**src/rtl/cpu_trace_pkg.sv**
```systemverilog
// Shared constants for the retire-trace buffer: FSM encoding, entry width
// and the field offsets used to slice rd_data.
package cpu_trace_pkg;

    localparam logic [1:0] IDLE  = 2'd0;
    localparam logic [1:0] ARMED = 2'd1;
    localparam logic [1:0] POST  = 2'd2;
    localparam logic [1:0] DONE  = 2'd3;

    localparam int TRACE_W = 32;

    function automatic int entry_width(input int w);
        return 3 * w + 6;
    endfunction

    localparam int ENTRY_W = 3 * TRACE_W + 6;

    // Entry layout {pc, instr, regwrite, wreg, wdata}, pc in the MSBs.
    localparam int WDATA_LSB    = 0;
    localparam int WREG_LSB     = TRACE_W;
    localparam int REGWRITE_BIT = TRACE_W + 5;
    localparam int INSTR_LSB    = TRACE_W + 6;
    localparam int PC_LSB       = 2 * TRACE_W + 6;

endpackage

```
**src/rtl/trace_ram.sv**
```systemverilog
// Flop-array trace storage: one synchronous write port, one asynchronous
// read port so the oldest entry is visible with zero latency.
module trace_ram #(
    parameter int DEPTH  = 16,
    parameter int ADDR_W = 4,
    parameter int DATA_W = 102
) (
    input  logic              clk,
    input  logic              we,
    input  logic [ADDR_W-1:0] waddr,
    input  logic [DATA_W-1:0] wdata,
    input  logic [ADDR_W-1:0] raddr,
    output logic [DATA_W-1:0] rdata
);

    logic [DATA_W-1:0] mem [DEPTH];

    // NOTE: storage is deliberately not reset; count/pointers define validity.
    always_ff @(posedge clk) begin
        if (we) begin
            mem[waddr] <= wdata;
        end
    end

    assign rdata = mem[raddr];

endmodule

```
**src/rtl/cpu_trace_buffer.sv**
```systemverilog
// Retire-trace capture for the single-cycle MIPS CPU: circular capture until a
// PC-match trigger plus post-trigger entries, then oldest-first drain.
module cpu_trace_buffer
    import cpu_trace_pkg::*;
#(
    parameter int W     = 32,
    parameter int DEPTH = 16,
    parameter int PTR_W = $clog2(DEPTH)
) (
    input  logic                     clk,
    input  logic                     rst,
    input  logic                     en,
    input  logic [W-1:0]             pc,
    input  logic [W-1:0]             instr,
    input  logic                     regwrite,
    input  logic [4:0]               wreg,
    input  logic [W-1:0]             wdata,
    input  logic                     arm,
    input  logic                     trig_en,
    input  logic [W-1:0]             trig_pc,
    input  logic [PTR_W-1:0]         post_count,
    output logic                     rd_valid,
    input  logic                     rd_ready,
    output logic [3*W+5:0]           rd_data,
    output logic [PTR_W:0]           count,
    output logic                     wrapped,
    output logic [1:0]               state
);

    localparam int             ENTRY_W   = entry_width(W);
    localparam logic [PTR_W:0] DEPTH_CNT = (PTR_W + 1)'(DEPTH);
    localparam logic [PTR_W-1:0] POST_MAX = (PTR_W)'(DEPTH - 1);

    logic [1:0]       next_state;
    logic [PTR_W-1:0] wr_ptr;
    logic [PTR_W-1:0] rd_ptr;
    logic [PTR_W-1:0] post_left;
    logic [PTR_W-1:0] post_clamped;
    logic             capture;
    logic             trig_hit;
    logic             pop;
    logic             full;

    // Arm in the same cycle drops any capture and wins over a pop.
    assign capture  = en && !arm && ((state == ARMED) || (state == POST));
    assign trig_hit = capture && (state == ARMED) && trig_en && (pc == trig_pc);
    assign pop      = (state == DONE) && (count != '0) && rd_ready && !arm;
    assign full     = (count == DEPTH_CNT);

    // Keeps the trigger entry inside the window for any post_count.
    assign post_clamped = ({1'b0, post_count} >= DEPTH_CNT) ? POST_MAX : post_count;

    trace_ram #(
        .DEPTH  (DEPTH),
        .ADDR_W (PTR_W),
        .DATA_W (ENTRY_W)
    ) u_ram (
        .clk   (clk),
        .we    (capture),
        .waddr (wr_ptr),
        .wdata ({pc, instr, regwrite, wreg, wdata}),
        .raddr (rd_ptr),
        .rdata (rd_data)
    );

    // NOTE: all sequential state uses non-blocking assignment so every flop
    // samples pre-edge values regardless of process ordering.
    always_ff @(posedge clk) begin
        if (rst) begin
            state <= IDLE;
        end else begin
            state <= next_state;
        end
    end

    // NOTE: next_state gets a default before the case so no latch is inferred.
    always_comb begin
        next_state = state;
        case (state)
            IDLE: begin
                if (arm) next_state = ARMED;
            end
            ARMED: begin
                if (arm) begin
                    next_state = ARMED;
                end else if (trig_hit) begin
                    next_state = (post_clamped == '0) ? DONE : POST;
                end
            end
            POST: begin
                if (arm) begin
                    next_state = ARMED;
                end else if (capture && (post_left == PTR_W'(1))) begin
                    next_state = DONE;
                end
            end
            DONE: begin
                if (arm) begin
                    next_state = ARMED;
                end else if (pop && (count == (PTR_W + 1)'(1))) begin
                    next_state = IDLE;
                end
            end
            default: next_state = IDLE;
        endcase
    end

    always_comb begin
        rd_valid = (state == DONE) && (count != '0);
    end

    always_ff @(posedge clk) begin
        if (rst) begin
            wr_ptr    <= '0;
            rd_ptr    <= '0;
            count     <= '0;
            post_left <= '0;
            wrapped   <= 1'b0;
        end else if (arm) begin
            wr_ptr    <= '0;
            rd_ptr    <= '0;
            count     <= '0;
            post_left <= '0;
            wrapped   <= 1'b0;
        end else begin
            if (capture) begin
                wr_ptr <= wr_ptr + 1'b1;
                // A full buffer overwrites its oldest entry.
                if (full) begin
                    rd_ptr  <= rd_ptr + 1'b1;
                    wrapped <= 1'b1;
                end else begin
                    count <= count + 1'b1;
                end
            end
            if (trig_hit) begin
                post_left <= post_clamped;
            end else if (capture && (state == POST)) begin
                post_left <= post_left - 1'b1;
            end
            if (pop) begin
                rd_ptr <= rd_ptr + 1'b1;
                count  <= count - 1'b1;
            end
        end
    end

endmodule

```
**config.mk**
```make
export PLATFORM = sky130hd
export DESIGN_NAME = cpu_trace_buffer
export DESIGN_NICKNAME = d
export VERILOG_FILES = /design/src/rtl/cpu_trace_pkg.sv /design/src/rtl/trace_ram.sv /design/src/rtl/cpu_trace_buffer.sv
export SDC_FILE = /design/constraint.sdc
export NUM_CORES = 1
export LEC_CHECK = 0
export BUFFER_PORTS_ARGS = -buffer_cell sky130_fd_sc_hd__buf_2
export CAP_MARGIN = 20
export CORE_ASPECT_RATIO = 1.1
export CORE_MARGIN = 2
export CORE_UTILIZATION = 55
export DETAILED_ROUTE_END_ITERATION = 16
export GPL_ROUTABILITY_DRIVEN = 0
export PLACE_DENSITY_LB_ADDON = 0.12
export SYNTH_ARGS = -nofsm -noshare
export SYNTH_HDL_FRONTEND = slang
export SYNTH_SLANG_ARGS = --single-unit
```
**constraint.sdc**
```tcl
create_clock -name clk -period 5.7 [get_ports clk]
set_input_delay 0 -clock clk [delete_from_list [all_inputs] [get_ports clk]]
set_output_delay 0 -clock clk [all_outputs]
set_load 0.02 [all_outputs]
```
# [Yosys cells after proc, flatten, opt, wreduce, memory -nomap -nowiden]
# Memories as Yosys holds them, arrays and structs flattened. A register that Yosys moved wholly into a read port is not among the register bits.
# Cells that the tools add are included.
[classes] add_sub_neg=5 n_eq_ne=12 n_mux=21 n_reduce_logical=24
[op_table] op="equality test 32 bit" count=1
[op_table] op="two-way mux 4 bit" count=7
[op_table] op="two-way mux 5 bit" count=3
[op_table] op="two-way mux 2 bit" count=7
[op_table] op="logical AND 1 bit" count=11
[op_table] op="adder 4 x 1 -> 4 bit, second input constant" count=2
[op_table] op="case mux 2 bit (4 select lines)" count=1
[op_table] op="!= test 3 x 2 -> 1 bit, second input constant" count=2
[op_table] op="AND reduction 2 bit" count=3
[op_table] op="nonzero test 2 bit" count=3
[op_table] op="adder 5 x 1 -> 5 bit, second input constant" count=1
[op_table] op="equality test 5 x 1 -> 1 bit, second input constant" count=1
[op_table] op="equality test 5 bit, second input constant" count=1
[op_table] op="nonzero test 5 bit" count=1
[op_table] op="subtractor 5 x 1 -> 5 bit, second input constant" count=1
[op_table] op="equality test 2 bit, second input constant" count=2
[op_table] op="equality test 4 x 1 -> 1 bit, second input constant" count=1
[op_table] op="zero test 4 bit" count=1
[op_table] op="!= test 2 bit, second input constant" count=2
[op_table] op="AND reduction 4 bit" count=1
[op_table] op="subtractor 4 x 1 -> 4 bit, second input constant" count=1
[op_table] op="two-way mux 1 bit" count=3
[op_table] op="!= test 3 bit, second input constant" count=1
[op_table] op="equality test 2 x 1 -> 1 bit, second input constant" count=1
[op_table] op="4 further kinds" count=4
[totals] register_bits=20 ramBits=1632 word_cells=69 n_memories=1
[mem_list] memory="u_ram.mem" words=16 word_bits=102 rd=1 rd_clocked_by_memory_dff=1 wr=1 line_no="trace_ram.sv:16" text="logic [DATA_W-1:0] mem [DEPTH];"

# [Depth between registers and ports, before layout]
# Gate-level depths: netlist of run 1.
[depth] depth_word=9 depth_mapped=8 mapped_depth_nobuf=7

# [Hierarchy]
# A second synthesis of run 1 with hierarchy kept.
[hier_totals] cells_unflattened=2685 hier_area_um2=62448.6
[by_module_without_submodules] module="trace_ram" instances=1 cells_per_inst=2508 area_per_inst_um2=60917.2 seq_area_each_um2=49007.0
[by_module_without_submodules] module="cpu_trace_buffer" instances=1 cells_per_inst=177 area_per_inst_um2=1531.5 seq_area_each_um2=400.4

# [Least setup slack after synthesis of run 1]
# Ideal clock, no wire load.
[synth_path] path_kind="register -> register" start="reg state[0]" end="mem u_ram.mem[4][0], enable pin" setup_ns=0.473 arrival_ns=3.930 required_time_ns=5.227 slack_ns=1.297 path_stages_with_launch=8 path_buffers=1 cell_sequence="dfxtp_1 -> inv_1 -> ha_1 -> and3b_1 -> clkbuf_1 -> nand2_1 -> nor2_1 -> and2_1"
[synth_via] elab_chain_cells=5 word_cells_on_any_way=6
[synth_rtl] item="start: declaration" line_no="cpu_trace_buffer.sv:27" text="output logic [1:0] state"
[synth_rtl] item="start signal: assignment" line_no="cpu_trace_buffer.sv:72" text="state <= next_state;"
[synth_rtl] item="equality test 2 x 1 -> 1 bit or equality test 2 bit (tied branches)" line_no="cpu_trace_buffer.sv:45" text="assign capture = en && !arm && ((state == ARMED) || (state == POST));"
[synth_rtl] item="logical OR 1 bit *" line_no="cpu_trace_buffer.sv:45"
[synth_rtl] item="logical AND 1 bit *" line_no="cpu_trace_buffer.sv:45"
[synth_rtl] item="two-way mux 1 bit *" line_no="trace_ram.sv:20" text="if (we) begin"
[synth_rtl] item="two-way mux 1 bit (implied by the code) *" line_no="trace_ram.sv:21" text="mem[waddr] <= wdata;"
[synth_rtl] item="end: declaration" line_no="trace_ram.sv:16"
# Mark *: on every way between the ends. The rest lies on a longest branch, timed or not.

==> results of run 1 <==
-- worst min-delay path by stage --
stage	start	to	slack [ns]
floorplan	wdata[0]	u_ram.mem[0][0]$_DFFE_PP_	0.1
detailed placement	post_count[2]	post_left[2]$_SDFFE_PP0P_	0.27
CTS	trig_pc[30]	state[1]$_SDFFE_PP0P_	0.06
global placement	post_count[0]	post_left[0]$_SDFFE_PP0P_	0.27
global route	trig_pc[30]	state[1]$_SDFFE_PP0P_	0.16
finish	trig_pc[30]	state[1]$_SDFFE_PP0P_	0.12
-- placed cells by master (no fill, tap or decap), drive strengths merged, types with 15 or more instances in the layout --
cell / n
buf: 309
xor2: 36
nand2: 18
nor4: 19
and2: 17
bufinv: 15
edfxtp: 1632
dlygate4sd3: 124
dfxtp: 24
nor2: 21
clkbuf: 200
mux4: 510
ha: 16
clkinv: 62
-- where the power goes --
group | internal (mW) | leakage (nW) | switching [mW]
registers | 13.4 | 14.9 | 0.0196
clock network | 5.97 | 2.48 | 4.36
logic | 0.239 | 4.99 | 0.467
total | 19.6 | 22.3 | 4.85
-- synth_stat cells (all sizes together), types with 2 or more instances --
library cell,count
o21ai,3
nor4,19
xor2,36
and3,4
nor3,4
nand2,18
buf,58
nand4,8
nor3b,2
edfxtp,1632
nor2,21
mux2i,5
ha,16
mux4,510
dfxtp,24
and4,2
xnor2,9
or4b,2
and2,17
nand3,10
o31ai,2
a21oi,5
clkbuf,61
inv,10
-- flip-flops by register name (all words and copies together) (netlist names), named ones only --
register and count:
u_ram.mem 1632, count 5, post_left 4, rd_ptr 4, wr_ptr 4, state 2
wrapped 1
-- metrics by stage --
stage,hold slack [ns],cells,util
after floorplan,0.0989,2495,-
after global placement,0.270,4202,0.582
after detailed placement,0.272,4202,0.582
after CTS,0.0593,4612,0.637
after global routing,0.157,4615,0.638
final,0.123,4618,0.638
-- timing repair --
action	4_1_cts	5_1_grt
hold buffers	124	0
resized for setup	0	0
buffers inserted	0	0
endpoints found under the hold margin	1656	0
-- final cells by class --
| class | count | area, um2 | area share |
|---|---|---|---|
| Antenna cell | 5 | 12.5 | 0.000172 |
| Multi-Input combinational cell | 710 | 12900 | 0.178 |
| Sequential cell | 1656 | 49500 | 0.681 |
| Timing Repair Buffer | 433 | 3210 | 0.0441 |
| Clock buffer | 200 | 4260 | 0.0586 |
| Inverter | 10 | 37.5 | 0.000516 |
| Clock inverter | 86 | 833 | 0.0115 |
| Tap cell | 1518 | 1900 | 0.0261 |
-- worst max-delay path, cell delays in order (launching register included) --
cell     delay [ns]
dfxtp_4        0.92
buf_4          0.75
mux4_2         0.63
mux4_2         0.53
buf_2          0.18
-- per-layer routing --
metal / vias up / track usage
met5: - / 0
met4: 4 / 0.0571
met3: 178 / 0.0373
met2: 1053 / 0.401
met1: 15810 / 0.360
li1: 11839 / -
-- cell families after synthesis --
family / synth area share
simple gates: 0.0101
fa+ha+maj: 0.00318
compound gates: 0.00222
xor+xnor: 0.00625
mux: 0.183
buf+inv: 0.0101
flops: 0.785
==> out/qor.txt, run 1 <==
Status: finished, final reports clean
YS warnings: 0
Skew-Pair Late Insertion Delay: 0.76 ns
Clk sinks: 1,656
Drt wl/cell: 30.7 um
Mapped Area: 63,000 um2
Drt via density: 6.25
DR pass1 iterations: 7
Starting Density: 0.553
Die X: 327 um
Type of origin of the critical path: flip-flop
Max Freq: 261 MHz
Place WS: 2.22 ns
Mapped Avg Cell Area: 25.3 um2
Ys flop type: edfxtp_1
Final HPWL DP: 78,600 um
Ys async rst share: 0
Io pins: 255
First-pass GRT wire length: 209,000 um
TritonCTS Buffers: 162
Max Cap Viol: 0
Clock Tree Root: clkbuf_16
Die H: 359 um
DR vias: 28,884
WL final: 142,000 um
# DRC: 0
CTS tree: done
Grt ovf: 0
Number of synthesized flops with an enable pin: 1,632
Period utilization: 0.673
Core Area: 114,000 um2
Cell area after layout: 72,700 um2
Reg2reg setup slack: 2.16 ns
Largest net degree at the start of global routing: 105
Final-report hold violation count: 0
Share of cells above drive strength 1: 0.344
GR Util All Layers: 0.246
Layout Nets: 3,133
CP endpoint: rd_data[85]
Row count: 130
Clock period minus worst slack: 3.83 ns
Area grow syn2layout: 15.3%
CTS clk-pin slew, worst paths: 0.06 ns
WL met2: 71,800 um
IO buf count: 254
Final worst setup slack: 1.87 ns
Post-synth top area cell: edfxtp_1
Hold depth: 6
Final number of max-transition violations: 0
Vias in the first global route: 30,370
Largest cells by area after synthesis: edfxtp_1 (78%), mux4_2 (18%), dfxtp_1 (0.76%)
Cells after Synth: 2,495
Peak VDD IR: 0.260 mV
Critical path capture point type: primary output
Worst R2R Path Depth: 6
Critical path class: reg -> out
M1 WL: 59,400 um
WL met3: 8420 um
Routed Antenna Nets: 0
Max H-tree Level: 4
CP Max Fanout: 38
Number of DRC markers in iteration 0: 2,888
Final setup viols: 0
Slew HR: 0.239
#FFs+latches synth: 1,656
RSZ-0062 raised after global routing: no
Top layer in use: met5
Power, Total: 24.5 mW
Clock skew: 0.0259 ns
Leakage power: 22.3 nW
Worst hold path type: in -> reg
Power per standard cell area: 337 nW/um2
Max clock buf depth: 3
Reg-to-reg startpoint: state[1]$_SDFFE_PP0P_
Reg-to-reg endpoint: u_ram.mem[0][30]$_DFFE_PP_
Mapped Nets: 2,655
Synth unique cells: 45
Initial antenna violation count: 11
Area share of the leading cell type in the synthesized netlist: 0.778
Die area: 117,000 um2
Fillers: 7,436
Placed Area: 66,300 um2
Req. time, crit path: 5.70 ns
Setup TNS: 0 ns
CP arrival: 3.83 ns
Post-synthesis sequential area ratio: 0.785
Worst-Margin Slew: 1.14 ns
No activity file was read; power rests on OpenSTA's default activity.
==> inputs of run 2 (changes only) <==
- clock period: 5.7 -> 3.5 ns (I/O delays scaled with it)
==> run 2 against run 1 <==
Against the previous run:
- critical path depth increased by 5
- clock power grew 64%
- worst hold slack lost 0.0014 ns
- sequential power grew 62%
- utilization grew 0.77 points
- final cell count up 0.87%
- clock skew decreased by 0.0012 ns
- critical endpoint is now state[0]$_SDFFE_PP0P_
- combinational power increased by 69%
- non-clock buffer count up 41
- sequential share of layout area decreased by 0.81 points
==> out/qor.txt, run 2 (synthesis results as in run 1) <==
CTS tree: done
Area grow syn2layout: 16.7%
Final-report hold violation count: 0 (unchanged)
Leakage power: 22.7 nW (+1.6%)
Top Family by Delay on Critical Path: buffers and inverters
Placed instance count: 4,243 (+0.98%)
Row count: 130 (unchanged)
RSZ-0062 raised after global routing: no
Worst-path cell chain: inv_1 > ha_1 > or4b_1 > o22a_1 > o211a_1 > a221oi_1 > dlygate4sd3_1 > o211ai_1 > dlygate4sd3_1
Die X: 327 um (unchanged)
Period utilization: 0.950
Place WS: 0.483 ns (-1.73 ns)
CP Depth: 9 (+5)
Final setup viols: 0 (unchanged)
Status: finished, final reports clean
Routed Antenna Nets: 0 (unchanged)
Req. time, crit path: 4.15 ns (-1.55 ns)
Worst hold path type: in -> reg
CP Max Fanout: 6 (-84%)
DR pass1 iterations: 8 (+1)
Share of cells above drive strength 1: 0.351 (+0.00739)
Reg area: 49,500 um2 (unchanged)
Max clock buf depth: 3 (unchanged)
Type of origin of the critical path: flip-flop
First-pass GRT wire length: 209,000 um (-0.31%)
Crit-path slowest cell: dlygate4sd3_1
Slew HR: 0.272 (+0.0326)
Io pins: 255 (unchanged)
Number of DRC markers in iteration 0: 2,488 (-14%)
Max reg flops: 1,632 (unchanged)
Fillers: 7,407 (-0.39%)
Crit-path most repeated cell: dlygate4sd3_1
Die H: 359 um (unchanged)
Bufs and invs on worst path: 3 (+1)
Layout Nets: 3,173 (+1.3%)
Clock period minus worst slack: 3.33 ns
Cell area after layout: 73,600 um2 (+1.2%)
Die area: 117,000 um2 (unchanged)
DR vias: 29,154 (+0.93%)
Worst-Margin Slew: 1.09 ns (-0.0527 ns)
GR Util All Layers: 0.247 (about the same)
Placed Area: 67,200 um2 (+1.3%)
Clock Tree Root: clkbuf_16
Final Util: 0.645 (+0.00766)
Drt wl/cell: 30.6 um (-0.41%)
Grt ovf: 0 (unchanged)
CTS clk-pin slew, worst paths: 0.06 ns (about the same)
# DRC: 0 (unchanged)
Reg with most FFs: u_ram.mem
Max H-tree Level: 4 (unchanged)
Setup TNS: 0 ns (unchanged)
Fin cells: 4,658 (+0.87%)
CP arrival: 3.97 ns (+0.14 ns)
TritonCTS Buffers: 161 (-0.62%)
Area of the multi-input gates: 13,000 um2 (about the same)
Clk sinks: 1,656 (unchanged)
Largest net degree at the start of global routing: 80 (-24%)
Reg-to-reg startpoint: state[0]$_SDFFE_PP0P_
Critical Path Max Stage Delay: 0.59 ns (-0.33 ns)
Most frequent cells in the layout: edfxtp_1 (1,632), mux4_2 (510), buf_2 (254)
Worst R2R Path Depth: 9 (+3)
IO buf count: 254 (unchanged)
Starting Density: 0.553 (unchanged)
Core Area: 114,000 um2 (unchanged)
Peak VDD IR: 0.506 mV (+95%)
Top flop regs: u_ram.mem (1632), count (5)
Critical path class: reg -> reg
Max Freq: 301 MHz
End of the worst hold path: state[1]$_SDFFE_PP0P_
Clock skew: 0.0247 ns (-0.00117 ns)
Commonest non-fill, non-tap cell in the layout: edfxtp_1
Reg2reg setup slack: 0.17 ns (-1.99 ns)
Hold depth: 6 (unchanged)
Vias in the first global route: 30,561 (+0.63%)
Reg-to-reg endpoint: state[0]$_SDFFE_PP0P_
Critical path capture point type: flip-flop
Power per standard cell area: 544 nW/um2 (+61%)
Worst Min Path Start: trig_pc[27]
Initial antenna violation count: 6 (-5)
WL final: 142,000 um (+0.45%)
Skew-Pair Late Insertion Delay: 0.76 ns (about the same)
Final number of max-transition violations: 0 (unchanged)
Drt via density: 6.26 (about the same)
Max Cap Viol: 0 (unchanged)
Final worst setup slack: 0.175 ns (-1.69 ns)
Final HPWL DP: 83,900 um (+6.7%)
run 2: cell types whose count changed in the layout (fill, tap and decap cells not counted), sizes merged:
cell / previous run / this run
bufinv: 15 / 17
diode: 5 / 2
inv: 13 / 15
clkinvlp: 6 / 5
clkinv: 62 / 64
clkbuf: 200 / 198
buf: 309 / 350
dlygate4sd3: 124 / 123
run 2: stage by stage:
stage | hold WS (ns) | total power, mW
floorplan | 0.0989 | 22.7
global placement | 0.272 | 23.4
detailed placement | 0.274 | 23.4
CTS | 0.0503 | 40.3
global route | 0.139 | 41.1
finish | 0.121 | 40.0
run 2: per-layer routing:
layer	vias up	track usage	routed length (um)
li1	11907	-	-
met1	15888	0.344	57300
met2	1155	0.406	72400
met3	202	0.0430	9050
met4	2	0.0703	3680
met5	-	0	13
run 2: what timing repair did:
action / in CTS / in global routing
hold buffers: 123 / 0
endpoints found under the setup margin: 0 / 1
gates resized for setup: 0 / 2
buffers inserted: 0 / 0
hold endpoints to repair: 1656 / 0
run 2: tightest hold or removal path, cell delays in order:
cell and delay, ns:
buf_2 0.14, xor2_1 0.20, nor4_1 0.07, and3_1 0.20, nand4_1 0.09, o221ai_1 0.10
run 2: worst max path at each step:
stage / startpoint / to / slack (ns)
after global routing: flip-flop / rd_data[95] / 0.04
after detailed placement: state[1]$_SDFFE_PP0P_ / u_ram.mem[9][36]$_DFFE_PP_ / 0.48
final: state[0]$_SDFFE_PP0P_ / state[0]$_SDFFE_PP0P_ / 0.17
after global placement: state[1]$_SDFFE_PP0P_ / u_ram.mem[6][6]$_DFFE_PP_ / 0.52
after CTS: state[1]$_SDFFE_PP0P_ / state[0]$_SDFFE_PP0P_ / 0.05
after floorplan: state[0]$_SDFFE_PP0P_ / u_ram.mem[7][0]$_DFFE_PP_ / 0.23
run 2: where the power goes:
part | internal [mW] | leakage, nW | total (mW) | switching (mW)
sequential | 21.9 | 14.9 | 21.9 | 0.0294
clock | 9.86 | 2.50 | 16.9 | 7.06
combinational | 0.411 | 5.32 | 1.19 | 0.783
total | 32.1 | 22.7 | 40.0 | 7.87
run 2: area by class of cell:
cell class | count | area share
Clock buffer | 197 | 0.0578
Tap cell | 1518 | 0.0258
Timing Repair Buffer | 474 | 0.0549
Antenna cell | 2 | 0.0000680
Sequential cell | 1656 | 0.673
Clock inverter | 91 | 0.0121
Multi-Input combinational cell | 710 | 0.176
Inverter | 10 | 0.000510
